===== src/rtl/imem_fetch_resp.sv =====
// imem_fetch_resp: RV32IC instruction fetch responder with a one-word
// line buffer and straddle assembly over a 1-cycle synchronous memory.
//
// Ports:
//   clk, reset (async, active-low)
//   req_i, pc_i, flush_i       core fetch request / redirect
//   fencei_i                   buffer invalidate (only with FETCH_FENCEI_EN)
//   instr_o, instr_vld_o,      returned instruction (compressed is
//   is_c_o, stall_o            zero-extended), valid, 16-bit flag, stall
//   mem_rd_o, mem_addr_o,      memory read strobe, word address and
//   mem_rdata_i                read data (valid one cycle after strobe)
//
// Macro FETCH_FENCEI_EN adds fencei_i; undefined, the buffer is only
// invalidated by reset.

module imem_fetch_resp #(
   parameter int ADDR_W = 16
) (
   input  logic              clk,
   input  logic              reset,
   input  logic              req_i,
   input  logic [31:0]       pc_i,
   input  logic              flush_i,
`ifdef FETCH_FENCEI_EN
   input  logic              fencei_i,
`endif
   output logic [31:0]       instr_o,
   output logic              instr_vld_o,
   output logic              is_c_o,
   output logic              stall_o,
   output logic              mem_rd_o,
   output logic [ADDR_W-1:0] mem_addr_o,
   input  logic [31:0]       mem_rdata_i
);

   typedef enum logic [1:0] {
      IDLE    = 2'd0,
      WAIT_LO = 2'd1,
      WAIT_HI = 2'd2
   } state_t;

   state_t              state_q, state_d;
   logic [31:0]         buf_word_q;
   logic [ADDR_W-1:0]   buf_tag_q;
   logic                buf_vld_q;
   logic [15:0]         spill_q;
   // word address of the outstanding fill, latched at issue so the
   // buffer tag stays correct even if the core drops its request
   logic [ADDR_W-1:0]   fill_tag_q, fill_tag_d;

   logic [ADDR_W-1:0]   w, w1;
   logic                hit, comp, hit_resp, kill, inval;
   logic [15:0]         half;

`ifdef FETCH_FENCEI_EN
   assign inval = fencei_i;
`else
   assign inval = 1'b0;
`endif

   // a fence.i abandons an in-flight fill exactly like a redirect
   assign kill = flush_i | inval;

   assign w    = pc_i[ADDR_W+1:2];
   assign w1   = w + {{(ADDR_W-1){1'b0}}, 1'b1};
   assign hit  = buf_vld_q & (buf_tag_q == w);
   assign half = pc_i[1] ? buf_word_q[31:16] : buf_word_q[15:0];
   assign comp = half[1:0] != 2'b11;

   // whole instruction available from the buffer this cycle
   assign hit_resp = hit & (~pc_i[1] | comp);

   logic unused_pc;
   assign unused_pc = ^{pc_i[31:ADDR_W+2], pc_i[0]};

   // Outputs are combinational so buffer hits cost no stall; reset
   // forces them low immediately.
   always_comb begin
      instr_o     = 32'h0;
      instr_vld_o = 1'b0;
      is_c_o      = 1'b0;
      mem_rd_o    = 1'b0;
      mem_addr_o  = '0;
      state_d     = state_q;
      fill_tag_d  = fill_tag_q;
      if (reset) begin
         unique case (state_q)
            IDLE: begin
               if (req_i && !kill) begin
                  if (hit_resp) begin
                     instr_vld_o = 1'b1;
                     is_c_o      = comp;
                     instr_o     = comp ? {16'h0, half} : buf_word_q;
                  end else if (hit) begin
                     mem_rd_o   = 1'b1;
                     mem_addr_o = w1;
                     fill_tag_d = w1;
                     state_d    = WAIT_HI;
                  end else begin
                     mem_rd_o   = 1'b1;
                     mem_addr_o = w;
                     fill_tag_d = w;
                     state_d    = WAIT_LO;
                  end
               end
            end
            WAIT_LO: begin
               state_d = IDLE;
            end
            WAIT_HI: begin
               state_d = IDLE;
               if (req_i && !kill) begin
                  instr_vld_o = 1'b1;
                  instr_o     = {mem_rdata_i[15:0], spill_q};
               end
            end
            default: begin
               state_d = IDLE;
            end
         endcase
      end
   end

   assign stall_o = req_i & ~instr_vld_o;

   always_ff @(posedge clk or negedge reset) begin
      if (!reset) begin
         state_q    <= IDLE;
         buf_word_q <= 32'h0;
         buf_tag_q  <= '0;
         buf_vld_q  <= 1'b0;
         spill_q    <= 16'h0;
         fill_tag_q <= '0;
      end else begin
         state_q    <= state_d;
         fill_tag_q <= fill_tag_d;
         if (state_q == IDLE && req_i && !kill && hit && !hit_resp) begin
            spill_q <= buf_word_q[31:16];
         end
         if (!kill && (state_q == WAIT_LO || state_q == WAIT_HI)) begin
            buf_word_q <= mem_rdata_i;
            buf_tag_q  <= fill_tag_q;
            buf_vld_q  <= 1'b1;
         end
         if (inval) begin
            buf_vld_q <= 1'b0;
         end
      end
   end

endmodule


===== config.mk =====
export PLATFORM = sky130hd
export DESIGN_NAME = imem_fetch_resp
export DESIGN_NICKNAME = d
export VERILOG_FILES = /design/src/rtl/imem_fetch_resp.sv
export SDC_FILE = /design/constraint.sdc
export NUM_CORES = 1
export LEC_CHECK = 0
export BUFFER_PORTS_ARGS = -buffer_cell sky130_fd_sc_hd__buf_4
export CAP_MARGIN = 20
export CORE_ASPECT_RATIO = 0.75
export CORE_MARGIN = 3
export CORE_UTILIZATION = 45
export CTS_CLUSTER_DIAMETER = 200
export DETAILED_ROUTE_END_ITERATION = 16
export GPL_TIMING_DRIVEN = 0
export PLACE_DENSITY = 0.69
export SLEW_MARGIN = 20
export SYNTH_ARGS = -nofsm -noshare
export SYNTH_HDL_FRONTEND = slang
export SYNTH_SLANG_ARGS = --single-unit
export TNS_END_PERCENT = 1

===== constraint.sdc =====
create_clock -name clk -period 3.3 [get_ports clk]
set_input_delay 0.495 -clock clk [delete_from_list [all_inputs] [get_ports clk]]
set_output_delay 0.495 -clock clk [all_outputs]
set_load 0.1 [all_outputs]

Word level (Yosys, flattened, before mapping)
Cells that the tools add are included.
Word-level totals
  register bits: 83
  output and inout port bits: 52
  word-level logic and storage cells: 61
Cells by class
  $add $sub $neg: 1
  equality and inequality tests: 6
  mux-type cells: 29
  bitwise logic cells: 7
  reductions and logical operators: 12
Operator list (count)
  32-bit 2-to-1 mux: 5
  16-bit 2-to-1 mux: 6
  32-bit case mux with 2 select lines: 1
  16-bit by 1-bit adder with 16-bit output, second input constant: 1
  16-bit == test: 1
  1-bit 2-to-1 mux: 12
  2-bit 2-to-1 mux: 4
  1-bit logical AND: 6
  2-bit != test, second input constant: 3
  4-bit AND reduction: 1
  1-bit AND: 3
  1-bit inverter: 3
  3-bit AND reduction: 1
  2-bit by 1-bit == test with 1-bit output, second input constant: 1
  2-bit == test, second input constant: 1
  1-bit logical NOT: 2
  2-bit logical NOT: 1
  1-bit case mux with 2 select lines: 1
  1-bit logical OR: 1
  1-bit OR: 1

Logic depth before layout (Yosys ltp)
Gate-level depths: netlist of run 1.
  depth after elaboration: 10
  gate-level depth with buffers: 9
  mapped depth without buffers: 7

Worst setup path after synthesis of run 1
No wires, ideal clock.
  path type: in2out
  start point: in pc_i[7]
  end point: out instr_o[10]
  arrival: 3.878 ns
  slack: -1.073 ns
  stages on the path: 8
  buffers on the path: 3
  path through: buf_6 xor2_1 nor4_2 and3_2 nand4_1 clkbuf_1 clkbuf_1 o21ai_0
Between the ends
  longest elaborated chain between the ends: 7
RTL lines
  start: declaration: line 22  | input logic [31:0] pc_i,
  16-bit == test: line 66  | assign hit = buf_vld_q & (buf_tag_q == w);
  1-bit AND: line 66
  1-bit AND: line 71  | assign hit_resp = hit & (~pc_i[1] | comp);
  32-bit 2-to-1 mux: line 90  | if (hit_resp) begin
  32-bit 2-to-1 mux: line 89  | if (req_i && !kill) begin
  32-bit case mux with 2 select lines: line 87  | unique case (state_q)
  32-bit 2-to-1 mux: line 86  | if (reset) begin
  end: declaration: line 27  | output logic [31:0] instr_o,
No other way between the ends.

Worst setup path in the final report of run 1
  start point: reg buf_tag_q[4]
  end point: out mem_addr_o[6]
Between the ends
  longest elaborated chain between the ends: 7
  elaborated cells on any way between the ends: 8
  classes of those cells: eq/ne: 1; mux: 5; bitwise: 2
RTL lines
  start: declaration: line 44  | logic [ADDR_W-1:0] buf_tag_q;
  start signal: assignment: line 142  | buf_tag_q <= fill_tag_q;
  16-bit == test (*): line 66
  1-bit AND (*): line 66
  16-bit 2-to-1 mux / 1-bit AND (equally long branches): line 94, 71
  16-bit 2-to-1 mux (*): line 90
  16-bit 2-to-1 mux (*): line 89
  16-bit 2-to-1 mux (*): line 87
  16-bit 2-to-1 mux (*): line 86
  end: declaration: line 32  | output logic [ADDR_W-1:0] mem_addr_o,
Mark *: on every way between the ends. The rest lies on a longest branch, timed or not.

==> impl_metrics.yaml, run 1 <==
floorplanning:
  placementRows: 30
  dieWidth_um: 119.9
  die_area_um2: 10970
  io_pins: 120
  die_h_um: 91.46
  coreArea_um2: 9271
  initial_utilization_pct: 47.26
setup_path:
  start_kind: "flip-flop"
  worstPathMaxFanout: 8
  crit_top_cell: "buf_4"
  slowest_delay_ns: 0.62
  worstPathRequired_ns: 2.80
  cp.arrival_ns: 2.71
  rr_worst_depth: 6
  rrSetupSlack_ns: 0.66
  path_cells: "xor2_1, nor4_2, buf_4, nand3_2, or4_1, xor2_2, nor2_2, buf_4"
  endpoint_kind: "primary output"
  slowest_stage: "or4_1"
  timing.rr.end: "buf_word_q[26]$_DFFE_PN0P_"
  crit_type: "reg -> out"
  r2r-start: "state_q[0]$_DFFE_PN0P_"
timing:
  max_slew_margin_pct: 50.93
  finalClockSkew_ns: 0.004930
  period_share_pct: 97.02
  clock.fmax_ghz: 0.3123
  period_minus_slack_ns: 3.202
  setup_viol_count_final: 0
  slew_violations: 0
  fin_hold_ws_ns: 0.07704
  worst_pin_slew_ns: 0.7361
  hold_violations: 0
clock_network:
  htreeDepth: 3
  cts_sinks: 83
  path_clk_slew_ns: 0.06
  clockBufferDepth: 2
  cts_buffers: 9
  cts_root_buf: "clkbuf_16"
  cts_tree: "yes"
  worst_skew_pair.late_latency_ns: 0.34
status:
  status: "completed"
global_route:
  grt_pass1_wl_um: 18600
  grt_max_degree: 90
  grt_overflow: 0
  grt_usage_pct: 21.75
  antenna_found_initial: 0
  first_global_vias: 3579
yosys:
  synth_warnings: 0
  synth_cells: 397
  ys_types: 43
  synth_area_um2: 4382
  syn-num-nets: 468
  ys_ff_latch: 83
  ys_seq_area_share_pct: 47.40
  avgSynthCellArea_um2: 11.04
place:
  portBuffers: 102
  dpl.hpwl_um: 8331
  dp_cells: 627
  gp_congestion: 0.8396
  placed_area_um2: 5310
finish:
  final-instance-count-excl-fill: 648
  final_cell_area_um2: 5655
  multiInputGateArea_um2: 2196
  ff_latch_area_um2: 2077
  most-common-layout-cells: "buf_4 (103), dfrtp_1 (83), mux2_2 (51), nand2_1 (39), xor2_1 (25)"
  drive_gt1_share_pct: 39.23
  layout_commonest_cell: "buf_4"
  nets: 586
  area_delta_synth_final_pct: 29.07
  antennaDiodeCount: 0
  nFillCells: 799
power_and_ir_drop:
  powerDensity_nw_per_um2: 689.1
  ir_drop_mv: 0.3183
  leakage_nw: 2.641
route:
  vias_per_cell: 5.380
  vias: 3486
  drc_errors: 0
  ant_nets: 0
  firstDrtPassIters: 4
  drt-total-wl_um: 11590
  wl_per_cell_um: 17.89
  drt_iter0_markers: 171
flow_run:
  cap_violations: 0
worst_hold_path:
  hp-class: "in -> async"
==> cells in the mapped netlist, drive strengths merged <==
master,n,area share [%]
dfrtp,83,47
o31ai,1,0.49
a21oi,2,0.23
inv,4,0.34
nor3,6,0.69
o311a,1,0.23
mux2i,15,3.4
nand3,13,1.9
nand4,9,1.3
and3,7,1.0
o21ai,32,3.8
or4,2,0.34
mux2,62,16
o22ai,2,0.29
nor4,3,0.86
nor2,24,2.5
a22o,17,3.4
or3,1,0.14
buf,12,1.8
o221a,1,0.26
nor2b,3,0.43
ha,3,0.86
or2,3,0.43
o221ai,1,0.20
xor2,26,5.2
clkbuf,11,0.94
and2,5,0.71
xnor2,5,1.0
nand2b,1,0.14
and4,1,0.23
nand2,41,3.6
==> registers in the layout, summed over array words and instances, names as in the netlist <==
name,flops
buf_tag_q,16
spill_q,16
state_q,2
buf_vld_q,1
fill_tag_q,16
buf_word_q,32
==> metal layers <==
layer / vias up / track usage (%) / share of wire, %
met5: - / 0 / 0
met4: 0 / 7.054 / 1.7
met3: 18 / 5.044 / 5.0
met2: 94 / 33.52 / 47
met1: 1731 / 30.35 / 47
li1: 1643 / - / -
==> worst max-delay path by stage <==
stage                                  start             to  slack, ns  depth (start not counted)
finish              buf_tag_q[4]$_DFFE_PN0P_  mem_addr_o[6]        0.1                          8
global route        buf_tag_q[4]$_DFFE_PN0P_  mem_addr_o[6]      -0.05                          8
global placement                       reset    instr_o[15]      -0.36                          7
detailed placement                     reset     instr_o[9]      -0.36                          7
floorplan                            pc_i[7]  mem_addr_o[9]      -0.37                          7
CTS                 buf_tag_q[2]$_DFFE_PN0P_    instr_o[29]      -0.01                          8
==> final cells by class <==
| cell class | count | share of cell area [%] |
|---|---|---|
| multi-input combinational | 287 | 38.83 |
| tap | 128 | 2.832 |
| clock buffer | 13 | 4.248 |
| timing repair buffer | 107 | 14.62 |
| sequential | 83 | 36.73 |
| inverter | 4 | 0.2655 |
| clock inverter | 3 | 0.2655 |
| buffer | 23 | 2.212 |
==> worst max-delay path: cells and delay by family, from the launching register on <==
kind | cells | cell delay (ns)
flops | 1 | 0.38
xor+xnor | 2 | 0.37
simple gates | 4 | 1.17
buf+inv | 2 | 0.45
==> cell families after synthesis <==
family                     synth area share [%]
AOI/OAI and AO/OA                         8.909
adders and majority gates                0.8567
and+or+nand+nor                           14.22
buffers and inverters                     3.055
muxes                                     19.36
xor gates and xnor gates                  6.196
DFF                                       47.40
==> power breakdown <==
group / leakage, nW / switching [mW] / internal, mW
sequential: 1.03 / 0.279 / 1.42
clock: 0.127 / 0.378 / 0.506
combinational: 1.48 / 0.675 / 0.641
==> repair_timing <==
action                     4_1_cts  5_1_grt
hold buffers                     0        0
gates resized for setup          8       10
pin swaps                        0        4
setup endpoints to repair       43       47
setup buffers                    0        5
==> per-stage QoR <==
step           util [%]  worst slack, ns  total power [mW]  TNS [ns]
2_1_floorplan         -          -0.3700             2.634    -5.610
3_3_place_gp      57.27          -0.3587             2.954    -7.028
3_5_place_dp      57.27          -0.3645             3.012    -8.463
4_1_cts           60.27         -0.01428             3.912  -0.01509
5_1_grt           61.00         -0.04887             4.131   -0.1708
6_report          61.00          0.09843             3.897         0
Power figures use the tool's default switching activity.
==> run 2: changes to the inputs <==
- clock period: 3.3 -> 3.81 ns (I/O delays scaled with it)
==> run 2 against run 1 <==
  * Sequential cell count unchanged
  * Non-clock buffer count decreased by 5
  * Register-to-register slack better by 0.50 ns
  * Utilization barely moved
==> impl_metrics.yaml, run 2 (synthesis results as in run 1) <==
clock_network:
  cts_hold_buf: 0
  cts_sinks: 83
  cts_tree: "yes"
  cts_buffers: 9
  cts_root_buf: "clkbuf_16"
  htreeDepth: 3
  clockBufferDepth: 2
  post-cts-setup-buffer-count: 0
  path_clk_slew_ns: 0.06
  worst_skew_pair.late_latency_ns: 0.34
route:
  drt_iter0_markers: 211
  wl_per_cell_um: 17.66
  drt-total-wl_um: 11360
  vias_per_cell: 5.359
  firstDrtPassIters: 5
  ant_nets: 0
  vias: 3446
  drc_errors: 0
finish:
  final-instance-count-excl-fill: 643
  nets: 581
  area_delta_synth_final_pct: 28.98
  largest-register: "buf_word_q"
  antennaDiodeCount: 0
  drive_gt1_share_pct: 37.86
  most-common-layout-cells: "buf_4 (101), dfrtp_1 (83), mux2_2 (51), nand2_1 (40), o21ai_0 (29)"
  layout_commonest_cell: "buf_4"
  largest_reg_flops: 32
setup_path:
  endpoint_kind: "primary output"
  crit_type: "reg -> out"
  slowest_delay_ns: 0.41
  start_kind: "flip-flop"
  slowest_stage: "nor4_2"
  cp.arrival_ns: 2.99
  path_cells: "xor2_1, nor4_2, and3_2, nand4_1, clkbuf_1, clkbuf_1, o21ai_0, buf_4"
  worstPathMaxFanout: 10
  worstPathRequired_ns: 3.24
  crit_top_cell: "clkbuf_1"
  rr_worst_depth: 6
floorplanning:
  die_area_um2: 10970
  initial_utilization_pct: 47.26
  dieWidth_um: 119.9
  coreArea_um2: 9271
  io_pins: 120
  placementRows: 30
  die_h_um: 91.46
power_and_ir_drop:
  clkPwrFrac_pct: 27.2
  p_switching_mw: 1.158
  leakage_nw: 2.641
  swShare_pct: 32.68
  pwr-share-comb_pct: 31.3
  powerDensity_nw_per_um2: 626.9
  intPower_mw: 2.385
  ir_drop_mv: 0.3862
  seq_power_share_pct: 41.5
global_route:
  grt_pass1_wl_um: 18150
  grt_usage_pct: 21.12
  grt_overflow: 0
  grt_max_degree: 90
  first_global_vias: 3531
  antenna_found_initial: 0
timing:
  slew_violations: 0
  period_share_pct: 93.39
  max_slew_margin_pct: 48.51
  worst_pin_slew_ns: 0.7724
  setup_viol_count_final: 0
  hold_violations: 0
  grt_setup_unrepaired: "no"
  finalClockSkew_ns: 0.006405
  clock.fmax_ghz: 0.2810
  fin_hold_ws_ns: 0.2521
  setup_tns_ns: 0
  period_minus_slack_ns: 3.558
place:
  dpl.hpwl_um: 8227
  portBuffers: 102
  dp_cells: 627
  gp_congestion: 0.8459
status:
  status: "completed"
worst_hold_path:
  hp-class: "in -> async"
flow_run:
  cap_violations: 0
-- run 2: cell types whose count changed in the layout (fill, tap and decap cells not counted), sizes merged --
cell	change
clkinvlp	+1
clkinv	-1
bufinv	+2
buf	-7
-- run 2: power by group through the flow --
stage | sequential, mW | combinational [mW] | clock (mW)
floorplan | 1.41 | 0.867 | 0
global placement | 1.46 | 1.09 | 0
detailed placement | 1.48 | 1.12 | 0
CTS | 1.47 | 1.12 | 0.984
global route | 1.52 | 1.21 | 1.02
finish | 1.47 | 1.11 | 0.963
-- run 2: per-stage QoR --
step / power (mW) / instance area [um^2] / setup WS (ns) / util, %
2_1_floorplan: 2.274 / 4382 / -0.7164 / -
3_3_place_gp: 2.551 / 5308 / -0.02640 / 57.25
3_5_place_dp: 2.600 / 5308 / -0.001071 / 57.25
4_1_cts: 3.576 / 5649 / 0.2459 / 60.93
5_1_grt: 3.751 / 5652 / 0.03854 / 60.96
6_report: 3.543 / 5652 / 0.2517 / 60.96
-- run 2: critical path: cells and delay by family, from the launching register on --
family	cells	cell delay, ns
simple gates	3	0.83
flops	1	0.39
buf+inv	3	0.93
compound gates	1	0.32
xor+xnor	1	0.17
-- run 2: repair_timing --
item | in CTS | in global routing
setup endpoints to repair | 3 | 1
endpoints found under the hold margin | 0 | 0
gates resized for setup | 1 | 1
-- run 2: path summary, 6_finish.rpt --
| check | from | endpoint | slack [ns] |
|---|---|---|---|
| max | buf_tag_q[2]$_DFFE_PN0P_ | instr_o[8] | 0.25 |
| min | reset | spill_q[2]$_DFFE_PN0P_ | 0.25 |
| max reg2reg | state_q[0]$_DFFE_PN0P_ | buf_word_q[29]$_DFFE_PN0P_ | 1.16 |
| min reg2reg | buf_vld_q$_DFFE_PN0P_ | buf_vld_q$_DFFE_PN0P_ | 0.46 |
| max in group asynchronous | reset | fill_tag_q[15]$_DFFE_PN0P_ | 3.04 |
| min in group clk | mem_rdata_i[22] | buf_word_q[22]$_DFFE_PN0P_ | 0.46 |
-- run 2: layout make-up --
type | instances | area, um^2
clock inverter | 5 | 85.08
sequential | 83 | 2077
fill | 784 | 3620
tap | 128 | 160.2
timing repair buffer | 102 | 772.0
buffer | 23 | 118.9
clock buffer | 11 | 252.7
multi-input combinational | 287 | 2171
inverter | 4 | 15.01
-- run 2: layer usage --
layer / up-vias / global-route usage (%) / part of all wire, %
li1: 1639 / - / -
met4: 0 / 5.720 / 1.1
met5: - / 0 / 0
met1: 1684 / 28.81 / 46
met3: 12 / 5.666 / 6.4
met2: 111 / 33.33 / 47
